## config.mk

```make
export PLATFORM = sky130hd
export DESIGN_NAME = parking_gate_ctrl
export DESIGN_NICKNAME = d
export VERILOG_FILES = /design/src/rtl/parking_pkg.sv /design/src/rtl/parking_occ_counter.sv /design/src/rtl/parking_gate_ctrl.sv
export SDC_FILE = /design/constraint.sdc
export NUM_CORES = 1
export LEC_CHECK = 0
export CAP_MARGIN = 25
export CORE_MARGIN = 2
export CORE_UTILIZATION = 50
export CTS_CLUSTER_DIAMETER = 120
export DETAILED_ROUTE_END_ITERATION = 8
export GPL_TIMING_DRIVEN = 0
export PLACE_DENSITY_LB_ADDON = 0.05
export SETUP_SLACK_MARGIN = 0.15
export SYNTH_ARGS = -nofsm -noshare
export SYNTH_HDL_FRONTEND = slang
export SYNTH_HIERARCHICAL = 1
export SYNTH_SLANG_ARGS = --single-unit
```

## constraint.sdc

```tcl
create_clock -name clk -period 3 [get_ports clk]
set_clock_uncertainty 0.2 [all_clocks]
set_input_delay 0.6 -clock clk [delete_from_list [all_inputs] [get_ports clk]]
set_output_delay 0.6 -clock clk [all_outputs]
set_load 0.03 [all_outputs]
```

## src/rtl/parking_pkg.sv

```systemverilog
// Shared types and defaults for the car-park entrance gate controller.
package parking_pkg;

    typedef enum logic [2:0] {
        ST_IDLE       = 3'd0,
        ST_WAIT_PASS  = 3'd1,
        ST_WRONG_PASS = 3'd2,
        ST_GRANTED    = 3'd3,
        ST_LOCKOUT    = 3'd4
    } gate_state_t;

    localparam logic [3:0] DEF_PASS_VAL = 4'b1111;

endpackage

```

## src/rtl/parking_occ_counter.sv

```systemverilog
// Saturating up/down lot occupancy counter; simultaneous up and down cancel out.
module parking_occ_counter #(
    parameter  int CAPACITY = 8,
    localparam int OCC_W    = $clog2(CAPACITY + 1)
) (
    input  logic             clk,
    input  logic             rst,
    input  logic             inc,
    input  logic             dec,
    output logic [OCC_W-1:0] count,
    output logic             full
);

    always_ff @(posedge clk) begin
        if (rst) begin
            count <= '0;
        end else if (inc && !dec && !full) begin
            count <= count + OCC_W'(1);
        end else if (dec && !inc && (count != '0)) begin
            count <= count - OCC_W'(1);
        end
    end

    assign full = (count == OCC_W'(CAPACITY));

endmodule

```

## src/rtl/parking_gate_ctrl.sv

```systemverilog
// Entrance gate controller: keypad check, gate LEDs, occupancy tracking.
// Define PARKING_LOCKOUT_EN to enable retry limiting and the LOCKOUT state.
//
// state      | meaning
// -----------+--------------------------------------------------------
// IDLE       | no car being served; red shows lot full to an arriving car
// WAIT_PASS  | car at gate, waiting for a keypad strobe
// WRONG_PASS | last code was wrong, waiting for another try (red on)
// GRANTED    | gate open until the car passes the exit sensor
// LOCKOUT    | keypad ignored for LOCK_CYCLES cycles after too many misses
module parking_gate_ctrl
    import parking_pkg::*;
#(
    parameter  int              PW_W           = 4,
    parameter  logic [PW_W-1:0] PASS_VAL       = PW_W'(DEF_PASS_VAL),
    parameter  int              CAPACITY       = 8,
    parameter  int              MAX_TRIES      = 3,
    parameter  int              LOCK_CYCLES    = 16,
    parameter  int              TIMEOUT_CYCLES = 32,
    localparam int              OCC_W          = $clog2(CAPACITY + 1)
) (
    input  logic             clk,
    input  logic             rst,
    input  logic             sensor_entrance,
    input  logic             sensor_exit,
    input  logic             car_depart,
    input  logic [PW_W-1:0]  password,
    input  logic             pass_valid,
    output logic             green_led,
    output logic             red_led,
    output logic             full,
    output logic             locked,
    output logic [OCC_W-1:0] occupancy
);

    // One down-counter serves both the entry timeout and the lockout hold.
    localparam int TMR_MAX = (TIMEOUT_CYCLES > LOCK_CYCLES) ? TIMEOUT_CYCLES : LOCK_CYCLES;
    localparam int TMR_W   = $clog2(TMR_MAX + 1);
    localparam logic [TMR_W-1:0] TO_LOAD = TMR_W'(TIMEOUT_CYCLES - 1);

    gate_state_t      state, state_nxt;
    logic [TMR_W-1:0] tmr, tmr_nxt;
    logic             pass_ok;

`ifdef PARKING_LOCKOUT_EN
    localparam int TRY_W = $clog2(MAX_TRIES + 1);
    localparam logic [TMR_W-1:0] LK_LOAD = TMR_W'(LOCK_CYCLES - 1);

    logic [TRY_W-1:0] tries, tries_nxt, tries_inc;

    always_ff @(posedge clk) begin
        if (rst) tries <= '0;
        else     tries <= tries_nxt;
    end

    assign tries_inc = tries + TRY_W'(1);
`else
    logic unused_max_tries;
    assign unused_max_tries = ^MAX_TRIES;
`endif

    always_ff @(posedge clk) begin
        if (rst) begin
            state <= ST_IDLE;
            tmr   <= '0;
        end else begin
            state <= state_nxt;
            tmr   <= tmr_nxt;
        end
    end

    assign pass_ok = (password == PASS_VAL);

    always_comb begin
        state_nxt = state;
        tmr_nxt   = tmr;
        green_led = 1'b0;
        red_led   = 1'b0;
        locked    = 1'b0;
`ifdef PARKING_LOCKOUT_EN
        tries_nxt = tries;
`endif
        case (state)
            ST_IDLE: begin
                red_led = full & sensor_entrance;
                if (sensor_entrance && !full) begin
                    state_nxt = ST_WAIT_PASS;
                    tmr_nxt   = TO_LOAD;
`ifdef PARKING_LOCKOUT_EN
                    tries_nxt = '0;
`endif
                end
            end
            ST_WAIT_PASS, ST_WRONG_PASS: begin
                red_led = (state == ST_WRONG_PASS);
                if (pass_valid) begin
                    tmr_nxt = TO_LOAD;
                    if (pass_ok) begin
                        state_nxt = ST_GRANTED;
                    end else begin
                        state_nxt = ST_WRONG_PASS;
`ifdef PARKING_LOCKOUT_EN
                        tries_nxt = tries_inc;
                        if (tries_inc == TRY_W'(MAX_TRIES)) begin
                            state_nxt = ST_LOCKOUT;
                            tmr_nxt   = LK_LOAD;
                        end
`endif
                    end
                end else if (tmr == '0) begin
                    state_nxt = ST_IDLE;
                end else begin
                    tmr_nxt = tmr - TMR_W'(1);
                end
            end
            ST_GRANTED: begin
                green_led = 1'b1;
                if (sensor_exit) begin
                    // A second car already at the approach must key in its own code.
                    if (sensor_entrance) begin
                        state_nxt = ST_WAIT_PASS;
                        tmr_nxt   = TO_LOAD;
`ifdef PARKING_LOCKOUT_EN
                        tries_nxt = '0;
`endif
                    end else begin
                        state_nxt = ST_IDLE;
                    end
                end
            end
`ifdef PARKING_LOCKOUT_EN
            ST_LOCKOUT: begin
                red_led = 1'b1;
                locked  = 1'b1;
                if (tmr == '0) state_nxt = ST_IDLE;
                else           tmr_nxt   = tmr - TMR_W'(1);
            end
`endif
            default: state_nxt = ST_IDLE;
        endcase
    end

    parking_occ_counter #(
        .CAPACITY (CAPACITY)
    ) u_occ (
        .clk   (clk),
        .rst   (rst),
        .inc   ((state == ST_GRANTED) && sensor_exit),
        .dec   (car_depart),
        .count (occupancy),
        .full  (full)
    );

endmodule

```

==> reports/results.md <==
| Parameter | This run |
|:---|:---|
| Cell internal pwr | 0.5952 mW |
| Max-cap violations | 0 |
| Total I/O pin count | 18 |
| Required @ worst endpoint | 3010 ps |
| Post-Place Worst Slack | -51.60 ps |
| Critical Path Fanout Max | 4 |
| Most used flip-flop cell after synthesis | sky130_fd_sc_hd__dfxtp_1 |
| Category of the critical setup timing path | in -> reg |
| Reg2reg setup slack | 420 ps |
| Sum of overflow across all layers after global routing | 0 |
| Minimum period implied by the final worst setup slack | 2722 ps |
| Detailed-router iteration count before antenna repair | 4 |
| Die Area | 2133 um2 |
| Startpoint Class | input port |
| Pin count of the biggest net entering global routing | 10 |
| CTS H-Tree Depth | 1 |
| Worst EP arrival | 2740 ps |
| Worst slack on hold paths | 301.7 ps |
| CTS clock-pin slew for the worst setup and hold paths | 70 ps |
| Site Rows | 15 |
| Overall power | 1.075 mW |
| Register area share after synthesis | 0.2700 |
| Antenna violations before repair | 0 |
| Most common cell in the netlist | sky130_fd_sc_hd__dfxtp_1 |
| Maximum buffer depth of the clock tree | 2 |
| Root cell of the clock tree | sky130_fd_sc_hd__clkbuf_4 |
| Static leakage power | 0.4222 nW |
| Element type at the critical path end | flop |
| Fraction of layout cells with a size suffix above 1 | 0.1210 |
| Unrepaired setup endpoints after global routing | false |
| Final worst-path setup slack | 278.4 ps |
| Die X | 46.18 um |
| Clk sinks | 12 |
| Final period utilization | 0.9072 |
| CP peak stage delay | 480 ps |
| Dpl cells | 145 |
| Post-synthesis instance total | 104 |
| Actual transition at the worst max-transition pin | 514.7 ps |
| Layout area overhead | 25.60% |
| Vias in the first global route | 744 |
| Total non-filler cell area in the finished layout | 1117 um2 |
| Final TNS setup | 0 ps |
| Number of pins exceeding their max-slew limit in the final report | 0 |
| Cts hold-fix bufs | 0 |
| Number of clock buffers inserted by TritonCTS | 3 |
| Antenna diodes | 0 |
| Global-route wire length before repair | 3160 um |
| Crit path from | sensor_exit |
| Power density over the cells | 962.1 nW/um2 |
| Final instance count without filler cells | 149 |
| Worst reg2reg path startpoint | state[0] |
| Total length of routed wires | 1872 um |
| Library cell occupying the most area in the post-synthesis netlist | sky130_fd_sc_hd__dfxtp_1 |
| Number of cells on the worst reg-to-reg path | 9 |
| Half-perimeter wire length after placement | 1480 um |
| Leading cell types by total area after synthesis | sky130_fd_sc_hd__dfxtp_1 27%, sky130_fd_sc_hd__ha_1 9.8%, sky130_fd_sc_hd__a211oi_1 4.2% |
| Sequential share of power | 0.286 |
| Synth Net Count | 122 |
| Effective utilization at floorplan | 0.5209 |
| Net switching fraction of the power | 0.4463 |
| DRT iter0 DRCs | 24 |
| Final routed wire length divided by cell count | 12.56 um |
| Endpoints failing hold | 0 |
| GR Util All Layers | 0.2029 |
| Number of setup buffers added after CTS | 0 |
| Top cells by count, synth | 12 x sky130_fd_sc_hd__dfxtp_1, 7 x sky130_fd_sc_hd__a21oi_1, 7 x sky130_fd_sc_hd__ha_1, 7 x sky130_fd_sc_hd__nand2_1, 7 x sky130_fd_sc_hd__nor2_1 |
| Worst r2r dst | u_occ/count[3] |
| Peak Freq | 367.4 MHz |
| FF+latch count, synth | 12 |
| Critical-path cell list | clkdlybuf4s50_1 -> and2_2 -> nand2b_1 -> or2_1 -> ha_1 -> a21o_2 -> a21oi_1 -> mux4_2 -> nor2_1 |
| Post-synth EDFFs | 0 |
| Relative slew slack | 0.6520 |
| Fraction of registers with async set or reset after synthesis | 0 |
| Largest vdd supply drop | 0.0007356 V |
| Switching power | 0.4797 mW |
| Part of the total power dissipated in combinational logic | 0.596 |
| Residual DRC count | 0 |
| Total number of vias | 823 |
| Distinct cell type count of the synthesized netlist | 43 |
| Post-Place Cell Area | 1081 um2 |
| Antenna-violating nets left | 0 |
| Vertical extent of the die | 46.18 um |
| Slowest-stage cell, CP | sky130_fd_sc_hd__clkdlybuf4s50_1 |
| Status | complete, no violations |
| Count of port buffers added during placement | 16 |
| Share of Yosys cell area claimed by the top area cell type | 0.2700 |
| Number of setup violations in the final report | 0 |
| Routability Congestion | 0.7735 |
| Worst hold path type | reg -> reg |
| Yosys warnings | 6 |
| Share of total power in the clock network | 0.119 |
| Clock tree from TritonCTS | built |
| Worst Setup EP | u_occ/count[3] |
| Post-synthesis instance area | 889.6 um2 |
| Placeable core area | 1708 um2 |
| Post-layout utilization of the core | 0.6542 |
| Via density per instance | 5.523 |
| Final #Nets | 143 |
| Later-pin clock latency in the skew report | 270 ps |
| Avg Synthesized Cell Area | 8.554 um2 |
worst min path at each step:
stage               slack (ps)   start  endpoint  cells past startpoint
floorplan                  250  tmr[0]    tmr[0]                      1
global placement           280  tmr[0]    tmr[0]                      1
detailed placement         290  tmr[0]    tmr[0]                      1
CTS                        300  tmr[0]    tmr[0]                      1
global route               320  tmr[0]    tmr[0]                      1
finish                     300  tmr[0]    tmr[0]                      1
timing repair:
action                     in CTS  in global routing
cloned                          0                  0
resized for setup               1                  1
setup endpoints to repair       1                  1
registers in the layout (all words and copies together), names as in the netlist:
signal and cells:
tmr 6, u_occ/count 4, state 2
critical path, delay by kind of cell:
family	cells	cell delay, ps
AND/OR/NAND/NOR	4	680
AO/OA/AOI/OAI	2	370
buffers and inverters	1	480
multiplexers	1	310
adder cells (fa/ha/maj)	1	300
logic make-up (layout without fill, tap and decap cells):
group                    Yosys count  in the layout  share of synthesized area
multiplexers                       2              2                    0.03797
adder cells (fa/ha/maj)            8              8                     0.1210
AO/OA/AOI/OAI                     28             28                     0.2180
flip-flops                        12             12                     0.2700
XOR/XNOR                           4              4                    0.03938
other                              1              1                   0.004215
AND/OR/NAND/NOR                   40             40                     0.2673
buffers and inverters              9             29                    0.04219
metal layers:
layer | vias to the layer above | global-route usage | part of all wire
met5 | - | 0 | 0
met4 | 0 | 0.03429 | 0.0043
met3 | 2 | 0.06275 | 0.061
met2 | 28 | 0.3333 | 0.50
met1 | 381 | 0.2630 | 0.44
li1 | 412 | - | -
area by class of cell:
cell class / count / area (um2)
well taps: 25 / 31.28
plain buffers: 3 / 15.01
inverters: 6 / 22.52
flip-flops and latches: 12 / 240.2
fillers: 148 / 590.6
multi-input cells: 83 / 613.1
clock buffers: 4 / 36.28
repair buffers: 16 / 158.9
power by group through the flow:
stage / Sequential, mW / Clock [mW] / Combinational, mW
2_1_floorplan: 0.341 / 0 / 0.434
3_3_place_gp: 0.310 / 0 / 0.623
3_5_place_dp: 0.311 / 0 / 0.636
4_1_cts: 0.308 / 0.131 / 0.640
5_1_grt: 0.320 / 0.138 / 0.707
6_report: 0.307 / 0.128 / 0.640
layout by cell type, fill, tap and decap left out, types with 2 or more instances in the layout:
cell,synthesis,final
sky130_fd_sc_hd__a21oi_1,7,7
sky130_fd_sc_hd__nor3_1,2,2
sky130_fd_sc_hd__a211oi_1,5,5
sky130_fd_sc_hd__dfxtp_1,12,12
sky130_fd_sc_hd__nand2_1,7,7
sky130_fd_sc_hd__xnor2_1,4,4
sky130_fd_sc_hd__clkbuf_4,0,3
sky130_fd_sc_hd__nor2_1,7,7
sky130_fd_sc_hd__nor2b_1,3,3
sky130_fd_sc_hd__o21ai_0,5,5
sky130_fd_sc_hd__nand4_1,2,2
sky130_fd_sc_hd__inv_1,6,6
sky130_fd_sc_hd__a22oi_1,2,2
sky130_fd_sc_hd__clkdlybuf4s50_1,0,15
sky130_fd_sc_hd__nand2b_1,5,5
sky130_fd_sc_hd__ha_1,7,7
(Power assumes the default switching activity.)
